File: src/rtl/proc_pkg.sv
// Shared definitions for the processor front end: instruction width,
// opcode encodings and the fetch-stage state type.
package proc_pkg;

    localparam int INSTR_W = 4;

    localparam logic [INSTR_W-1:0] OP_NOP   = 4'b0000;
    localparam logic [INSTR_W-1:0] OP_ADD   = 4'b0001;
    localparam logic [INSTR_W-1:0] OP_SUB   = 4'b0010;
    localparam logic [INSTR_W-1:0] OP_AND   = 4'b0011;
    localparam logic [INSTR_W-1:0] OP_OR    = 4'b0100;
    localparam logic [INSTR_W-1:0] OP_LOAD  = 4'b0101;
    localparam logic [INSTR_W-1:0] OP_STORE = 4'b0110;
    localparam logic [INSTR_W-1:0] OP_MOV   = 4'b0111;

    typedef enum logic [1:0] {
        ST_IDLE,
        ST_RUN,
        ST_DONE
    } fetch_state_e;

endpackage

File: src/rtl/instr_fetch_if.sv
// Program-load, control and issue signals of the instruction fetch stage.
// master: the controller / program loader; slave: instr_fetch.
interface instr_fetch_if #(
    parameter int PC_W    = 4,
    parameter int INSTR_W = 4
);
    logic               prog_we;
    logic [PC_W-1:0]    prog_addr;
    logic [INSTR_W-1:0] prog_data;
    logic [PC_W:0]      prog_len;
    logic               start;
    logic               stall;
    logic [INSTR_W-1:0] instruction;
    logic               instr_valid;
    logic [PC_W-1:0]    pc;
    logic               busy;
    logic               done;

    modport master (
        output prog_we, prog_addr, prog_data, prog_len, start, stall,
        input  instruction, instr_valid, pc, busy, done
    );

    modport slave (
        input  prog_we, prog_addr, prog_data, prog_len, start, stall,
        output instruction, instr_valid, pc, busy, done
    );
endinterface

File: src/rtl/instr_fetch_prog_mem.sv
// Program memory: synchronous write, asynchronous read, contents survive reset.
module prog_mem #(
    parameter int DEPTH   = 16,
    parameter int PC_W    = 4,
    parameter int INSTR_W = 4
) (
    input  logic               clk,
    input  logic               we,
    input  logic [PC_W-1:0]    waddr,
    input  logic [INSTR_W-1:0] wdata,
    input  logic [PC_W-1:0]    raddr,
    output logic [INSTR_W-1:0] rdata
);

    logic [INSTR_W-1:0] mem_q [DEPTH];

    // Write port; no reset so a loaded program persists across rst.
    always_ff @(posedge clk) begin
        if (we) begin
            mem_q[waddr] <= wdata;
        end
    end

    assign rdata = mem_q[raddr];

endmodule

File: src/rtl/instr_fetch.sv
// Instruction fetch stage: loads a program while idle, then issues it one
// word per non-stalled cycle, driving NOP whenever nothing is being issued.
module instr_fetch #(
    parameter int DEPTH   = 16,
    parameter int PC_W    = 4,
    parameter int INSTR_W = proc_pkg::INSTR_W
) (
    input logic          clk,
    input logic          rst,
    instr_fetch_if.slave bus
);
    import proc_pkg::*;

    localparam logic [PC_W:0] DEPTH_L = (PC_W + 1)'(DEPTH);

    fetch_state_e       state_q, state_d;
    logic [PC_W:0]      cnt_q, cnt_d;
    logic [PC_W:0]      len_q, len_d;
    logic [INSTR_W-1:0] instr_q, instr_d;
    logic               valid_q, valid_d;
    logic               done_q, done_d;
    logic               mem_we;
    logic [INSTR_W-1:0] rd_data;

    prog_mem #(
        .DEPTH  (DEPTH),
        .PC_W   (PC_W),
        .INSTR_W(INSTR_W)
    ) u_prog_mem (
        .clk  (clk),
        .we   (mem_we),
        .waddr(bus.prog_addr),
        .wdata(bus.prog_data),
        .raddr(cnt_q[PC_W-1:0]),
        .rdata(rd_data)
    );

    // Next-state and next-output logic; outputs default to an idle NOP.
    always_comb begin
        state_d = state_q;
        cnt_d   = cnt_q;
        len_d   = len_q;
        instr_d = OP_NOP;
        valid_d = 1'b0;
        done_d  = 1'b0;
        mem_we  = 1'b0;
        unique case (state_q)
            ST_IDLE: begin
                mem_we = bus.prog_we;
                if (bus.start && (bus.prog_len != '0)) begin
                    len_d   = (bus.prog_len > DEPTH_L) ? DEPTH_L : bus.prog_len;
                    cnt_d   = '0;
                    state_d = ST_RUN;
                end
            end
            ST_RUN: begin
                if (!bus.stall) begin
                    instr_d = rd_data;
                    valid_d = 1'b1;
                    cnt_d   = cnt_q + 1'b1;
                    // cnt is one bit wider than pc, so len_q == DEPTH ends cleanly.
                    if ((cnt_q + 1'b1) == len_q) begin
                        state_d = ST_DONE;
                    end
                end
            end
            ST_DONE: begin
                done_d  = 1'b1;
                state_d = ST_IDLE;
            end
            default: state_d = ST_IDLE;
        endcase
    end

    // FSM, counters and registered outputs.
    always_ff @(posedge clk) begin
        if (rst) begin
            state_q <= ST_IDLE;
            cnt_q   <= '0;
            len_q   <= '0;
            instr_q <= OP_NOP;
            valid_q <= 1'b0;
            done_q  <= 1'b0;
        end else begin
            state_q <= state_d;
            cnt_q   <= cnt_d;
            len_q   <= len_d;
            instr_q <= instr_d;
            valid_q <= valid_d;
            done_q  <= done_d;
        end
    end

    assign bus.instruction = instr_q;
    assign bus.instr_valid = valid_q;
    assign bus.done        = done_q;
    assign bus.pc          = cnt_q[PC_W-1:0];
    assign bus.busy        = (state_q == ST_RUN);

endmodule

File: src/flat_wrapper.sv
// flat-port wrapper written by rule: the top's interface ports become plain ports
module instr_fetch_flat import proc_pkg::*;
#(
    parameter int DEPTH   = 16,
    parameter int PC_W    = 4,
    parameter int INSTR_W = proc_pkg::INSTR_W
)
  (clk, rst, bus_prog_we, bus_prog_addr, bus_prog_data, bus_prog_len, bus_start, bus_stall, bus_instruction, bus_instr_valid, bus_pc, bus_busy, bus_done);
  instr_fetch_if #(.PC_W(PC_W), .INSTR_W(INSTR_W)) bus_i ();
  input logic clk;
  input logic rst;
  input wire logic [$bits(bus_i.prog_we)-1:0] bus_prog_we;
  input wire logic [$bits(bus_i.prog_addr)-1:0] bus_prog_addr;
  input wire logic [$bits(bus_i.prog_data)-1:0] bus_prog_data;
  input wire logic [$bits(bus_i.prog_len)-1:0] bus_prog_len;
  input wire logic [$bits(bus_i.start)-1:0] bus_start;
  input wire logic [$bits(bus_i.stall)-1:0] bus_stall;
  output wire logic [$bits(bus_i.instruction)-1:0] bus_instruction;
  output wire logic [$bits(bus_i.instr_valid)-1:0] bus_instr_valid;
  output wire logic [$bits(bus_i.pc)-1:0] bus_pc;
  output wire logic [$bits(bus_i.busy)-1:0] bus_busy;
  output wire logic [$bits(bus_i.done)-1:0] bus_done;
  assign bus_i.prog_we = bus_prog_we;
  assign bus_i.prog_addr = bus_prog_addr;
  assign bus_i.prog_data = bus_prog_data;
  assign bus_i.prog_len = bus_prog_len;
  assign bus_i.start = bus_start;
  assign bus_i.stall = bus_stall;
  assign bus_instruction = bus_i.instruction;
  assign bus_instr_valid = bus_i.instr_valid;
  assign bus_pc = bus_i.pc;
  assign bus_busy = bus_i.busy;
  assign bus_done = bus_i.done;
  instr_fetch #(.DEPTH(DEPTH), .PC_W(PC_W), .INSTR_W(INSTR_W)) u_core (.clk(clk), .rst(rst), .bus(bus_i));
endmodule
File: config.mk
export PLATFORM = sky130hd
export DESIGN_NAME = instr_fetch_flat
export DESIGN_NICKNAME = d
export VERILOG_FILES = /design/src/rtl/proc_pkg.sv /design/src/rtl/instr_fetch_if.sv /design/src/rtl/instr_fetch_prog_mem.sv /design/src/rtl/instr_fetch.sv /design/src/flat_wrapper.sv
export SDC_FILE = /design/constraint.sdc
export NUM_CORES = 1
export LEC_CHECK = 0
export CAP_MARGIN = 20
export CORE_MARGIN = 2
export CORE_UTILIZATION = 55
export CTS_CLUSTER_SIZE = 20
export DETAILED_ROUTE_END_ITERATION = 8
export MAX_ROUTING_LAYER = met4
export PLACE_DENSITY_LB_ADDON = 0.12
export SYNTH_ARGS = -nofsm -noshare
export SYNTH_HDL_FRONTEND = slang
export SYNTH_SLANG_ARGS = --single-unit
File: constraint.sdc
create_clock -name clk -period 4 [get_ports clk]
set_input_delay 0.8 -clock clk [delete_from_list [all_inputs] [get_ports clk]]
set_output_delay 0.8 -clock clk [all_outputs]
set_load 0.01 [all_outputs]
======== After elaboration in Yosys (flattened, before gate mapping) ========
Memories as Yosys holds them, arrays and structs flattened. A register that Yosys moved wholly into a read port is not among the register bits.
Index checks and enable logic that the tools add are counted.
word-level totals
  flip-flop bits (word level) ............. 14
  latch bits .............................. 0
  memory bits (writable) .................. 64
  memory bits (read-only) ................. 0
  input bits .............................. 18
  output and inout port bits .............. 11
  logic and storage cells ................. 37
  memories kept ........................... 1
operators by class
  add/sub/neg operators ................... 1
  $mul .................................... 0
  div/mod/pow operators ................... 0
  magnitude comparators ................... 1
  eq/ne operators ......................... 6
  shifts and indexed selects .............. 0
  mux-type cells .......................... 13
  bitwise operators ....................... 1
  reductions and logical operators ........ 9
memory list
  name                     words  width  rd ports  clocked after Yosys merged registers in  write ports  line                        text
  u_core.u_prog_mem.mem_q  16     4      1         1                                        1            instr_fetch_prog_mem.sv:15  logic [INSTR_W-1:0] mem_q [DEPTH];
operators with widths
  kind                                                                    number
  5-bit 2-to-1 mux                                                        3
  5-bit one-hot mux with 2 select lines                                   1
  2-bit 2-to-1 mux                                                        3
  3-bit AND reduction                                                     2
  5-bit by 1-bit adder with 5-bit output (second input constant)          1
  5-bit equality test                                                     1
  5-bit greater-than comparator (second input constant)                   1
  1-bit 2-to-1 mux                                                        5
  5-bit nonzero test                                                      1
  2-bit by 1-bit != test with 1-bit output (second input constant)        2
  2-bit one-hot mux with 2 select lines                                   1
  3-bit OR reduction                                                      1
  2-bit by 1-bit equality test with 1-bit output (second input constant)  1
  2-bit equality test (second input constant)                             1
  2-bit zero test                                                         1
  2-bit != test (second input constant)                                   1
  2-bit AND reduction                                                     1
  2-bit nonzero test                                                      1
  2-bit OR reduction                                                      1
  1-bit logical AND                                                       1
  1-bit NOT                                                               1

======== Depth between registers and ports, before layout ========
  word-level depth ........................ 5
  gate-level depth with buffers ........... 5
  mapped depth without buffers ............ 5

======== Modules after synthesis ========
From an unflattened synthesis, not the netlist that was laid out.
second synthesis, totals
  cells, all modules ...................... 228
  area total of the unflattened synthesis .. 3512.1 um2
modules (own cells, without submodules)
  module       times used  cells an instance  area an instance (um2)  sequential area each (um2)
  prog_mem     1           126                2586.2                  1921.8
  instr_fetch  1           102                925.9                   360.3

======== Least setup slack after synthesis ========
OpenSTA, ideal clock, no wires.
  path type ............................... input to register
  start point ............................. in bus_prog_we
  end point ............................... mem u_core.u_prog_mem.mem_q[0][0] (enable)
  library setup time ...................... 361 ps
  arrival time ............................ 1868 ps
  required time ........................... 3639 ps
  path slack .............................. 1771 ps
  cell stages on the path ................. 3
  path buffers ............................ 0
  cell sequence ........................... or3b_1 -> or3_1 -> nor3_1
on the way
  cells in the longest elaborated chain, start to end .. 3
ends and longest elaborated chain
  item                                    line                        text
  from (decl)                             flat_wrapper.sv:12          input wire logic [$bits(bus_i.prog_we)-1:0] bus_prog_we;
  1-bit 2-to-1 mux                        instr_fetch.sv:47           unique case (state_q)
  1-bit 2-to-1 mux                        instr_fetch_prog_mem.sv:19  if (we) begin
  1-bit 2-to-1 mux (implied by the code)  instr_fetch_prog_mem.sv:20  mem_q[waddr] <= wdata;
  to (decl)                               instr_fetch_prog_mem.sv:15
No other way between the ends.

======== Worst setup path in the final report ========
  start point ............................. reg u_core.cnt_q[2]
  end point ............................... out bus_pc[2]
RTL lines
  item                    line                text
  from (decl)             instr_fetch.sv:17   logic [PC_W:0] cnt_q, cnt_d;
  from (signal assigned)  instr_fetch.sv:86   cnt_q <= cnt_d;
  to (decl)               flat_wrapper.sv:20  output wire logic [$bits(bus_i.pc)-1:0] bus_pc;
No word-level cell between the ends.

==> run metrics <==
max-capacitance violation count 0; Remaining DRCs 0; CP Launch Type register; global-route usage over all layers 0.2219; post-route antenna net violation count 0; area of the multi-input gates 991.0 sq um; P&R area growth vs syn 17.15%; maximum VDD drop 0.0003722 V; worst path required time 3200 ps; Least-Margin Pin Slew 680.6 ps; Nets 262; post_cts resized 0; GPL Wtd Cong 0.8046; die height 82.03 microns; Core Area 0.005886 sq mm; Worst Path Max Fanout 15; post-synth top area cell edfxtp_1; Yosys cell types 39; Post-Syn Instances 213; Starting Density 0.5689; Crit path max-delay family flip-flops; Sequential Power Share 0.528; clock tree buffer depth 2; number of port buffers 28; Register Area 0.002282 sq mm; die width 82.03 microns; Post-CTS Setup Bufs 0; Syn Std Cell Area 0.003348 sq mm; largest net degree at the start of global routing 17; clock-pin transition on the worst setup and hold timing paths 90 ps; most frequent cells in the layout edfxtp_1, clkdlybuf4s50_1, nor2_1, dfxtp_1, mux4_2; status complete, no violations; critical path's slowest cell dfxtp_1; minimum clock period 2574 ps; crit path capture type output pin; sequential share of the synthesized area 0.6816; internal power 1.400 mW; CTS tree yes; gr ovfl total 0; vias post-DR 1,894; Final setup viols 0; Comb pwr share 0.060; setup TNS 0 ps; hold crit path type reg -> reg; Yosys Warn Count 0; Vias per Instance 5.864; CP cell instances clkdlybuf4s50_1; top cells by area, synth edfxtp_1, dfxtp_1, mux4_2, mux2i_1, nor2_1; Leakage Power 1.263 nW; # IOs 29; HPWL after DPL 4304 microns; PwrDens 453.7 mW/mm^2; htree depth 3; CTS hold repair buffers 0; Final Hold Viols 0; vias in the first global route 1,894; number of antenna repair diodes 0; CTS root buf clkbuf_8; total routed wirelength 6329 microns; Sw Share 0.2133; initial antenna violation count 0; Slew Limit Fails 0; share of layout cells above drive strength 1 0.1532; cts bufs inserted 9; buffer and inverter count on the worst path 1; clock skew 9.167 ps; commonest non-fill, non-tap cell in the layout edfxtp_1; Clk pwr share 0.413; number of synthesized register bits 82; average wire per standard cell 19.59 microns; critical path arrival 1770 ps; Max stage delay on crit path 770 ps; clock sinks 82; CP Class reg -> out; crit share post-route 0.6434; slew margin rel. 0.5457; Iteration-0 DRC Markers 112; fmax 0.3885 GHz; die footprint 0.006728 sq mm; drt pass-1 iters 4; RSZ-0062 raised after global routing false; Core Util, Final 0.6665; Worst-Skew Late Latency 350 ps; Rows 28; Synth top area share 0.5740; Mean Syn Cell Area 15.72 sq um; syn nets 232; Fillers 443; Switch Pwr 379.7 uW; first-pass GRT wire length 10,030 microns
[per-layer routing]
| metal | GRT usage | routed length [microns] | vias up |
|---|---|---|---|
| li1 | - | - | 889 |
| met1 | 0.3004 | 2769 | 935 |
| met2 | 0.3317 | 3157 | 58 |
| met3 | 0.06374 | 299 | 12 |
| met4 | 0.06500 | 102 | 0 |
| met5 | - | 0 | - |
[cell usage after synthesis (all sizes together)]
| cell type | n |
|---|---|
| xor2 | 3 |
| nand3b | 5 |
| nand3 | 5 |
| o21a | 1 |
| dfxtp | 18 |
| edfxtp | 64 |
| ha | 1 |
| o22ai | 4 |
| nor2 | 19 |
| buf | 9 |
| clkbuf | 2 |
| or2 | 1 |
| mux2i | 8 |
| or4 | 2 |
| xnor2 | 3 |
| a21oi | 9 |
| o2111ai | 1 |
| or3b | 2 |
| nor4 | 3 |
| o32ai | 1 |
| nor3b | 2 |
| mux4 | 16 |
| clkinv | 1 |
| o21ai | 4 |
| o31a | 1 |
| nand4 | 1 |
| or3 | 2 |
| a31o | 2 |
| nand2b | 3 |
| nand4bb | 1 |
| nand2 | 13 |
| nor3 | 4 |
| inv | 2 |
[flip-flops by register name, summed over array words and instances (netlist names)]
register                 flops
u_core.u_prog_mem.mem_q     64
u_core.cnt_q                 5
u_core.len_q                 5
u_core.bus.instruction       4
u_core.state_q               2
u_core.bus.done              1
u_core.bus.instr_valid       1
[final timing paths]
| check | from | endpoint | slack (ps) | cells past startpoint |
|---|---|---|---|---|
| worst max-delay path | u_core.cnt_q[2]$_SDFFE_PP0P_ | bus_pc[2] | 1430 | 1 |
| worst min-delay path | u_core.len_q[3]$_SDFFE_PP0P_ | u_core.len_q[3]$_SDFFE_PP0P_ | 470 | 2 |
| worst max register to register | u_core.cnt_q[1]$_SDFFE_PP0P_ | u_core.state_q[0]$_SDFFE_PP0P_ | 1820 | 5 |
| worst min register to register | u_core.len_q[3]$_SDFFE_PP0P_ | u_core.len_q[3]$_SDFFE_PP0P_ | 470 | 2 |
[stage by stage]
step                      power, mW  hold WS [ps]  cell area, sq um  setup slack, ps  cells
after floorplan               1.014         443.4              3348             1771    213
after global placement        1.064         457.3              3674             1180    307
after detailed placement      1.066         458.2              3674             1087    307
after CTS                     1.793         470.9              3923             1380    323
after global routing          1.844         502.5              3923             1332    323
final                         1.780         469.7              3923             1426    323
[cell type report]
| type | count | area share |
|---|---|---|
| Clock buffer | 9 | 0.03158 |
| Clock inverter | 7 | 0.03190 |
| Multi-Input combinational cell | 117 | 0.2526 |
| Inverter | 3 | 0.002871 |
| Sequential cell | 82 | 0.5818 |
| Timing Repair Buffer | 30 | 0.07528 |
| Tap cell | 75 | 0.02392 |
[kinds of logic (layout without fill, tap and decap cells)]
group           count (synthesis)  count (layout)  share of synthesized area
flops                          82              82                     0.6816
simple gates                   63              63                    0.09941
mux                            24              24                     0.1315
compound gates                 23              23                    0.04559
buf+inv                        14              49                    0.02242
xor+xnor                        6               6                    0.01570
fa+ha+maj                       1               1                   0.003736
[power groups by stage]
stage / clock, mW / sequential [mW] / combinational, mW
6_report: 0.734 / 0.939 / 0.106
5_1_grt: 0.786 / 0.941 / 0.117
4_1_cts: 0.746 / 0.939 / 0.107
3_5_place_dp: 0 / 0.959 / 0.107
3_3_place_gp: 0 / 0.959 / 0.106
2_1_floorplan: 0 / 0.954 / 0.0598
No activity file was read; power rests on OpenSTA's default activity.
